**config.mk**
```make
export PLATFORM = sky130hd
export DESIGN_NAME = add_sub_lopd_norm_pipe_flat
export DESIGN_NICKNAME = d
export VERILOG_FILES = /design/src/rtl/add_sub_lopd_norm_pipe_if.sv /design/src/rtl/add_sub_lopd_norm_pipe.sv /design/src/flat_wrapper.sv
export SDC_FILE = /design/constraint.sdc
export NUM_CORES = 1
export LEC_CHECK = 0
export BUFFER_PORTS_ARGS = -buffer_cell sky130_fd_sc_hd__buf_2
export CAP_MARGIN = 30
export CORE_AREA = 2 2 97 99
export DETAILED_ROUTE_END_ITERATION = 12
export DIE_AREA = 0 0 99 101
export PLACE_DENSITY_LB_ADDON = 0.12
export SLEW_MARGIN = 20
export SYNTH_ARGS = -nofsm -noshare
export SYNTH_HDL_FRONTEND = slang
export SYNTH_SLANG_ARGS = --single-unit
```
**constraint.sdc**
```tcl
create_clock -name i_clk -period 1.7 [get_ports i_clk]
set_input_delay 0.34 -clock i_clk [delete_from_list [all_inputs] [get_ports i_clk]]
set_output_delay 0.34 -clock i_clk [all_outputs]
set_load 0.02 [all_outputs]
```
**src/rtl/add_sub_lopd_norm_pipe_if.sv**
```systemverilog
// add_sub_lopd_norm_pipe_if
//   Handshake/data bundle for the leading-one normaliser.
//   slave  : the normaliser side (takes input beats, produces results).
//   master : the upstream/downstream side (adder in front, exponent adjust behind).
//   Signals:
//     i_valid/o_ready/i_data/i_tag              input beat
//     o_valid/i_ready/o_data/o_lzc/o_zero_flag/o_tag   result beat
interface add_sub_lopd_norm_pipe_if #(
  parameter int DATA_W = 24,
  parameter int TAG_W  = 9
);
  localparam int LZC_W = $clog2(DATA_W + 1);

  logic              i_valid;
  logic              o_ready;
  logic [DATA_W-1:0] i_data;
  logic [TAG_W-1:0]  i_tag;
  logic              o_valid;
  logic              i_ready;
  logic [DATA_W-1:0] o_data;
  logic [LZC_W-1:0]  o_lzc;
  logic              o_zero_flag;
  logic [TAG_W-1:0]  o_tag;

  modport slave (
    input  i_valid, i_data, i_tag, i_ready,
    output o_ready, o_valid, o_data, o_lzc, o_zero_flag, o_tag
  );

  modport master (
    output i_valid, i_data, i_tag, i_ready,
    input  o_ready, o_valid, o_data, o_lzc, o_zero_flag, o_tag
  );
endinterface

```
**src/rtl/add_sub_lopd_norm_pipe.sv**
```systemverilog
// add_sub_lopd_norm_pipe
//   Two-stage leading-one detect + left-normalise for the add/sub mantissa path.
//   Stage 1 registers the magnitude, its tag and its leading-zero count.
//   Stage 2 applies the shift (log barrel shifter) and drives the result.
//   Ports:
//     i_clk    rising-edge clock
//     i_rst_n  async active-low reset (release is expected synchronous to i_clk)
//     i_flush  sync flush, drops everything in flight and refuses input that cycle
//     bus      slave side of add_sub_lopd_norm_pipe_if (valid/ready in and out)
module add_sub_lopd_norm_pipe #(
  parameter int DATA_W = 24,
  parameter int TAG_W  = 9
) (
  input  logic                       i_clk,
  input  logic                       i_rst_n,
  input  logic                       i_flush,
  add_sub_lopd_norm_pipe_if.slave    bus
);
  localparam int LZC_W = $clog2(DATA_W + 1);

  logic              s1_vld_q, s2_vld_q;
  logic [DATA_W-1:0] s1_data_q, s2_data_q;
  logic [LZC_W-1:0]  s1_lzc_q, s2_lzc_q;
  logic              s1_zero_q, s2_zero_q;
  logic [TAG_W-1:0]  s1_tag_q, s2_tag_q;

  logic              en1, en2, in_hs;
  logic [LZC_W-1:0]  lzc_d;
  logic              zero_d;
  logic [DATA_W-1:0] norm_d;

  // A stage may take new data when it is empty or the stage after it is moving.
  assign en2       = ~s2_vld_q | bus.i_ready;
  assign en1       = ~s1_vld_q | en2;
  assign bus.o_ready = en1 & ~i_flush;
  assign in_hs     = bus.i_valid & bus.o_ready;

  // Priority encoder: scanning upward, the highest set bit gets the last word.
  always_comb begin
    lzc_d = LZC_W'(DATA_W);
    for (int i = 0; i < DATA_W; i++) begin
      if (bus.i_data[i]) lzc_d = LZC_W'(DATA_W - 1 - i);
    end
  end
  assign zero_d = ~|bus.i_data;

  // Log shifter: stage k shifts by 2^k when lzc bit k is set.
  logic [LZC_W:0][DATA_W-1:0] sh;
  assign sh[0] = s1_data_q;
  for (genvar k = 0; k < LZC_W; k++) begin : g_shift
    assign sh[k+1] = s1_lzc_q[k] ? (sh[k] << (2**k)) : sh[k];
  end
  assign norm_d = s1_zero_q ? '0 : sh[LZC_W];

  always_ff @(posedge i_clk or negedge i_rst_n) begin
    if (!i_rst_n) begin
      s1_vld_q  <= 1'b0;
      s2_vld_q  <= 1'b0;
      s1_data_q <= '0;
      s1_lzc_q  <= '0;
      s1_zero_q <= 1'b0;
      s1_tag_q  <= '0;
      s2_data_q <= '0;
      s2_lzc_q  <= '0;
      s2_zero_q <= 1'b0;
      s2_tag_q  <= '0;
    end else begin
      if (i_flush) begin
        s1_vld_q <= 1'b0;
        s2_vld_q <= 1'b0;
      end else begin
        if (en2) s2_vld_q <= s1_vld_q;
        // o_ready equals en1 outside flush, so this is exactly the input handshake.
        if (en1) s1_vld_q <= bus.i_valid;
      end
      // Payload only moves with a live beat; idle stages keep their old bits.
      if (in_hs) begin
        s1_data_q <= bus.i_data;
        s1_lzc_q  <= lzc_d;
        s1_zero_q <= zero_d;
        s1_tag_q  <= bus.i_tag;
      end
      if (en2 && s1_vld_q && !i_flush) begin
        s2_data_q <= norm_d;
        s2_lzc_q  <= s1_lzc_q;
        s2_zero_q <= s1_zero_q;
        s2_tag_q  <= s1_tag_q;
      end
    end
  end

  assign bus.o_valid     = s2_vld_q;
  assign bus.o_data      = s2_data_q;
  assign bus.o_lzc       = s2_lzc_q;
  assign bus.o_zero_flag = s2_zero_q;
  assign bus.o_tag       = s2_tag_q;
endmodule

```
**src/flat_wrapper.sv**
```systemverilog
// flat-port wrapper written by rule: the top's interface ports become plain ports
module add_sub_lopd_norm_pipe_flat 
#(
  parameter int DATA_W = 24,
  parameter int TAG_W  = 9
)
  (i_clk, i_rst_n, i_flush, bus_i_valid, bus_i_data, bus_i_tag, bus_i_ready, bus_o_ready, bus_o_valid, bus_o_data, bus_o_lzc, bus_o_zero_flag, bus_o_tag);
  add_sub_lopd_norm_pipe_if #(.DATA_W(DATA_W), .TAG_W(TAG_W)) bus_i ();
  input  logic i_clk;
  input  logic i_rst_n;
  input  logic i_flush;
  input wire logic [$bits(bus_i.i_valid)-1:0] bus_i_valid;
  input wire logic [$bits(bus_i.i_data)-1:0] bus_i_data;
  input wire logic [$bits(bus_i.i_tag)-1:0] bus_i_tag;
  input wire logic [$bits(bus_i.i_ready)-1:0] bus_i_ready;
  output wire logic [$bits(bus_i.o_ready)-1:0] bus_o_ready;
  output wire logic [$bits(bus_i.o_valid)-1:0] bus_o_valid;
  output wire logic [$bits(bus_i.o_data)-1:0] bus_o_data;
  output wire logic [$bits(bus_i.o_lzc)-1:0] bus_o_lzc;
  output wire logic [$bits(bus_i.o_zero_flag)-1:0] bus_o_zero_flag;
  output wire logic [$bits(bus_i.o_tag)-1:0] bus_o_tag;
  assign bus_i.i_valid = bus_i_valid;
  assign bus_i.i_data = bus_i_data;
  assign bus_i.i_tag = bus_i_tag;
  assign bus_i.i_ready = bus_i_ready;
  assign bus_o_ready = bus_i.o_ready;
  assign bus_o_valid = bus_i.o_valid;
  assign bus_o_data = bus_i.o_data;
  assign bus_o_lzc = bus_i.o_lzc;
  assign bus_o_zero_flag = bus_i.o_zero_flag;
  assign bus_o_tag = bus_i.o_tag;
  add_sub_lopd_norm_pipe #(.DATA_W(DATA_W), .TAG_W(TAG_W)) u_core (.i_clk(i_clk), .i_rst_n(i_rst_n), .i_flush(i_flush), .bus(bus_i));
endmodule
```
==> impl_metrics.json, run 1 <==
{
  "crit_buf_inv": 1,
  "cts_buffers": 9,
  "layout_common_cells": "dfrtp_1, buf_2, buf_4",
  "worst-path-stages": 6,
  "gr-total-overflow": 0,
  "rsz0062_at_grt": "true",
  "cts_tree": "built",
  "nets": 590,
  "cts_hold_buf": 0,
  "slew_headroom": 0.712,
  "worst_slew_pin_slew_ns": 0.423,
  "path_cells": "buf_8 > mux4_2 > mux2i_2 > o31ai_2 > a21oi_1 > o31ai_1",
  "clk_pin_slew_ns": 0.08,
  "ys_async_sr_fraction": 1.00,
  "syn_area_um2": 4450,
  "ys_seq_area_frac": 0.450,
  "p_leak_nw": 2.73,
  "finalWirelength_um": 11800,
  "gp_congestion": 0.947,
  "postSynthNetCount": 446,
  "setup_viol_count_final": 11,
  "status": "finished with violations",
  "die-area_um2": 10000,
  "fp.dieH_um": 101,
  "antenna_found_initial": 0,
  "syn2layout_area_growth_pct": 32.5,
  "synth_edf_count": 0,
  "critical_path_class": "reg2reg",
  "fin_ws_ns": -0.0929,
  "min_path_type": "in2async",
  "viasPerCell": 5.72,
  "synth_cells": 408,
  "cp_max_fo": 12,
  "cp_slowest_cell": "mux4_2",
  "final_cell_area_um2": 5900,
  "holdWs_ns": -0.0382,
  "num_rows": 35,
  "drt_first_pass_iters": 7,
  "core_area_um2": 8980,
  "ir_drop_uv": 405,
  "clk_path_buf_depth": 2,
  "numPortBuffers": 78,
  "pin_count": 79,
  "crit_family": "multiplexers",
  "htree_levels": 3,
  "worstSetupEndpointType": "flop",
  "finalNonFillerCells": 667,
  "fin_util": 0.657,
  "fillers": 707,
  "maxCapViolCount": 0,
  "n_antenna_cell": 0,
  "fmax_mhz": 558,
  "start_util": 0.496,
  "vias": 3817,
  "grt_max_degree": 81,
  "wl_per_cell_um": 17.6,
  "dpl.cell_count": 650,
  "hold_viol": 14,
  "max_stage_delay_ns": 0.52,
  "p_per_area_nw_per_um2": 1060,
  "drt_iter0_markers": 278,
  "ys_seq_elements": 80,
  "design_power_total_w": 0.00624,
  "cp.required_ns": 1.93,
  "synth_cell_types": 52,
  "final_period_minus_worst_setup_slack_ns": 1.79,
  "mostFrequentLayoutCell": "dfrtp_1",
  "synth_area_per_cell_um2": 10.9,
  "cp.arrival_ns": 2.03,
  "finalCritPeriodShare": 1.05,
  "grt_pass1_vias": 3711,
  "clk_latency_ns": 0.36,
  "drv_slew": 0,
  "grt_use_total": 0.246,
  "clock-sinks": 80,
  "synth_warnings": 0,
  "die_w_um": 99,
  "start_kind": "flop",
  "ant_nets": 0,
  "synth-main-ff-cell": "dfrtp_1",
  "hpwl_um": 8870,
  "place_area_um2": 5500,
  "drc": 0,
  "finClkSkew_ns": 0.00807,
  "violations": "negative hold slack, negative setup slack",
  "drive_gt1_frac": 0.473,
  "grt_pass1_wl_um": 19200,
  "rr_worst_depth": 6,
  "clockRootBuffer": "clkbuf_8"
}
-- routing by layer --
metal	track usage	share of wire	vias up
li1	-	-	1797
met1	0.342	0.45	1852
met2	0.385	0.47	137
met3	0.0465	0.062	31
met4	0.0938	0.027	0
met5	0	0	-
-- logic make-up after synthesis --
group,after synthesis,share of synthesized area
AND/OR/NAND/NOR,136,0.144
flip-flops,80,0.450
multiplexers,79,0.243
AO/OA/AOI/OAI,77,0.127
buffers and inverters,36,0.0363
-- power by group --
part	switching [W]	leakage [nW]	internal (W)
Clock	0.000703	0.101	0.000813
Combinational	0.00114	1.64	0.00108
Sequential	0.000256	0.989	0.00225
-- final timing paths --
path | startpoint | to | slack, ns
max | u_core.s1_lzc_q[1] | u_core.bus.o_data[19] | -0.09
min | i_rst_n | u_core.bus.o_data[14] | -0.04
max reg2reg | u_core.s1_lzc_q[1] | u_core.bus.o_data[19] | -0.09
min reg2reg | u_core.s1_tag_q[6] | u_core.bus.o_tag[6] | 0.46
max in group asynchronous | i_rst_n | u_core.s1_lzc_q[0] | 1.36
min in group i_clk | bus_i_tag[0] | u_core.s1_tag_q[0] | 0.20
-- worst register-to-register path, delay by kind of cell, from the launching register on --
kind,cells,cell delay (ns)
flops,1,0.44
compound gates,3,0.35
mux,2,0.71
buf+inv,1,0.17
-- cell usage after synthesis, drive strengths merged (6+ instances only) --
cell / count / area [um^2]
o21ai: 14 / 70.1
mux2i: 26 / 260
buf: 15 / 82.6
inv: 6 / 22.5
mux4: 20 / 450
nor2: 23 / 86.3
nand2: 77 / 289
a22o: 6 / 52.6
dfrtp: 80 / 2000
clkbuf: 14 / 52.6
mux2: 33 / 372
a21oi: 11 / 55.1
nor2b: 6 / 45.0
-- layout make-up --
type / count / area, um^2 / share of cell area
Inverter: 7 / 26.3 / 0.00446
Clock inverter: 6 / 85.1 / 0.0144
Tap cell: 111 / 139 / 0.0236
Timing Repair Buffer: 162 / 1100 / 0.187
Sequential cell: 80 / 2010 / 0.340
Multi-Input combinational cell: 292 / 2420 / 0.410
Clock buffer: 9 / 124 / 0.0210
-- through the flow --
| stage | hold WS, ns | setup slack, ns | TNS (ns) |
|---|---|---|---|
| 3_3_place_gp | 0.395 | -0.139 | -1.79 |
| 4_1_cts | 0.00831 | -0.0711 | -0.533 |
| 5_1_grt | 0.0259 | -0.166 | -1.71 |
| 6_report | -0.0382 | -0.0929 | -0.543 |
| 3_5_place_dp | 0.400 | -0.194 | -2.50 |
| 2_1_floorplan | 0.0444 | -0.175 | -1.66 |
-- registers in the layout, summed over array words and instances (netlist names) --
register	count
u_core.s1_lzc_q	5
u_core.bus.o_valid	1
u_core.s1_zero_q	1
u_core.s1_data_q	24
u_core.bus.o_data	24
u_core.bus.o_zero_flag	1
u_core.s1_vld_q	1
u_core.s1_tag_q	9
u_core.bus.o_tag	9
u_core.bus.o_lzc	5
-- what timing repair did --
action / in CTS / in global routing
gates resized for setup: 21 / 23
setup buffers: 2 / 1
endpoints found under the setup margin: 23 / 24
pin swaps: 4 / 4
Power figures use the tool's default switching activity.
==> run 2, diff against run 1 <==
- CORE_AREA: 2 2 97 99 -> 2 2 93 95
- DIE_AREA: 0 0 99 101 -> 0 0 95 97
- clock period: 1.7 -> 1.81 ns (I/O delays scaled with it)
==> impl_metrics.json, run 2 (synthesized netlist as in run 1, its figures left out) <==
{
  "internal-power_w": 0.00401,
  "p_switching_w": 0.00199,
  "critical_path_class": "reg2reg",
  "htree_levels": 3,
  "r2r_slack_ns": 0.003,
  "clk_path_buf_depth": 2,
  "ant_nets": 0,
  "drv_slew": 0,
  "worst_slew_pin_slew_ns": 0.479,
  "start_kind": "flop",
  "die-area_um2": 9220,
  "clock-sinks": 80,
  "viasPerCell": 6.05,
  "max_stage_delay_ns": 0.46,
  "maxCapViolCount": 0,
  "finClkSkew_ns": 0.0114,
  "layout_common_cells": "buf_2, dfrtp_1, nand2_1",
  "grt_pass1_wl_um": 19800,
  "pwr-share-clk": 0.270,
  "combPwrFrac": 0.336,
  "cp.required_ns": 2.05,
  "num_rows": 33,
  "cts_hold_buf": 0,
  "status": "complete, no violations",
  "gp_congestion": 0.903,
  "n_antenna_cell": 0,
  "vias": 3912,
  "final_period_minus_worst_setup_slack_ns": 1.81,
  "crit_family": "multiplexers",
  "numPortBuffers": 78,
  "drt_first_pass_iters": 5,
  "cp_slowest_cell": "dfrtp_2",
  "switching_share": 0.332,
  "nets": 575,
  "cts_tree": "built",
  "r2r-end": "u_core.bus.o_data[23]",
  "fp.dieH_um": 97,
  "clockRootBuffer": "clkbuf_8",
  "cts_buffers": 9,
  "rr_worst_depth": 5,
  "start_util": 0.547,
  "drt_iter0_markers": 221,
  "tns_ns": 0,
  "ir_drop_uv": 465,
  "fmax_mhz": 553,
  "slew_headroom": 0.680,
  "place_area_um2": 5350,
  "setup_viol_count_final": 0,
  "hold_viol": 0,
  "crit_buf_inv": 2,
  "p_per_area_nw_per_um2": 1040,
  "cp_max_fo": 6,
  "drc": 0,
  "syn2layout_area_growth_pct": 29.2,
  "rsz0062_at_grt": "true",
  "finalCritPeriodShare": 0.998,
  "grt_max_degree": 81,
  "core_area_um2": 8130,
  "p_leak_nw": 2.67,
  "antenna_found_initial": 0,
  "clk_latency_ns": 0.36,
  "die_w_um": 95,
  "finalNonFillerCells": 647,
  "grt_use_total": 0.275,
  "wl_per_cell_um": 18.6,
  "crit-reg2reg-launch": "u_core.s1_lzc_q[1]",
  "final_cell_area_um2": 5750,
  "dpl.cell_count": 623,
  "path_cells": "buf_4 > clkbuf_16 > mux4_2 > mux2_2 > a221o_1",
  "worstSetupEndpointType": "flop",
  "gr-total-overflow": 0,
  "drive_gt1_frac": 0.452,
  "holdWs_ns": 0.0180,
  "finalWirelength_um": 12000,
  "hpwl_um": 8890,
  "pin_count": 79,
  "min_path_type": "in2async",
  "fin_util": 0.707,
  "cp.arrival_ns": 2.05,
  "seq_power_share": 0.394,
  "grt_pass1_vias": 3837,
  "worstSetupStartpoint": "u_core.s1_lzc_q[1]",
  "clk_pin_slew_ns": 0.08
}
## run 2: changes by cell type in the layout (fill, tap and decap cells not counted), moves of 2 or more
cell	previous run	this run
o221ai_1	2	4
buf_8	3	1
o221ai_2	2	0
clkinv_4	0	2
mux2i_4	2	0
clkinvlp_4	2	0
buf_4	74	63
buf_6	7	2
clkinv_2	2	0
## run 2: timing repair
| item | CTS | global route |
|---|---|---|
| setup endpoints to repair | 13 | 14 |
| resized for setup | 11 | 15 |
| gates cloned | 0 | 1 |
| endpoints found under the hold margin | 0 | 0 |
| buffers inserted | 0 | 7 |
| pin swaps | 0 | 7 |
## run 2: power groups by stage
stage	sequential (W)	combinational (W)	clock, W
global placement	0.00237	0.00187	0
floorplan	0.00260	0.000908	0
detailed placement	0.00239	0.00191	0
finish	0.00237	0.00202	0.00162
global route	0.00241	0.00218	0.00170
CTS	0.00236	0.00195	0.00163
## run 2: metal layers
layer | GRT usage | wire, um | vias to the layer above
met1 | 0.374 | 4930 | 1924
met3 | 0.0389 | 792 | 38
met4 | 0.120 | 394 | 0
li1 | - | - | 1767
met5 | 0 | 0 | -
met2 | 0.438 | 5930 | 183
## run 2: cell type report
class                   instances  area (um^2)
fillers                       646         2380
multi-input cells             292         2360
flip-flops and latches         80         2010
repair buffers                147          981
well taps                     105          131
clock buffers                  10          128
clock inverters                 6          116
inverters                       7         26.3
## run 2: through the flow
step	worst slack (ns)	power, W
floorplan	-0.0655	0.00351
finish	0.00279	0.00600
global route	-0.0555	0.00629
CTS	0.00327	0.00593
global placement	-0.0790	0.00424
detailed placement	-0.122	0.00431
## run 2: worst max path at each step
stage / end / slack (ns) / cells past startpoint
final: u_core.bus.o_data[23] / 0.003 / 5
after global routing: u_core.bus.o_data[21] / -0.06 / 6
after CTS: u_core.bus.o_data[21] / 0.003 / 5
after detailed placement: u_core.s1_zero_q / -0.12 / 6
after global placement: u_core.s1_zero_q / -0.08 / 6
after floorplan: u_core.bus.o_data[21] / -0.07 / 7
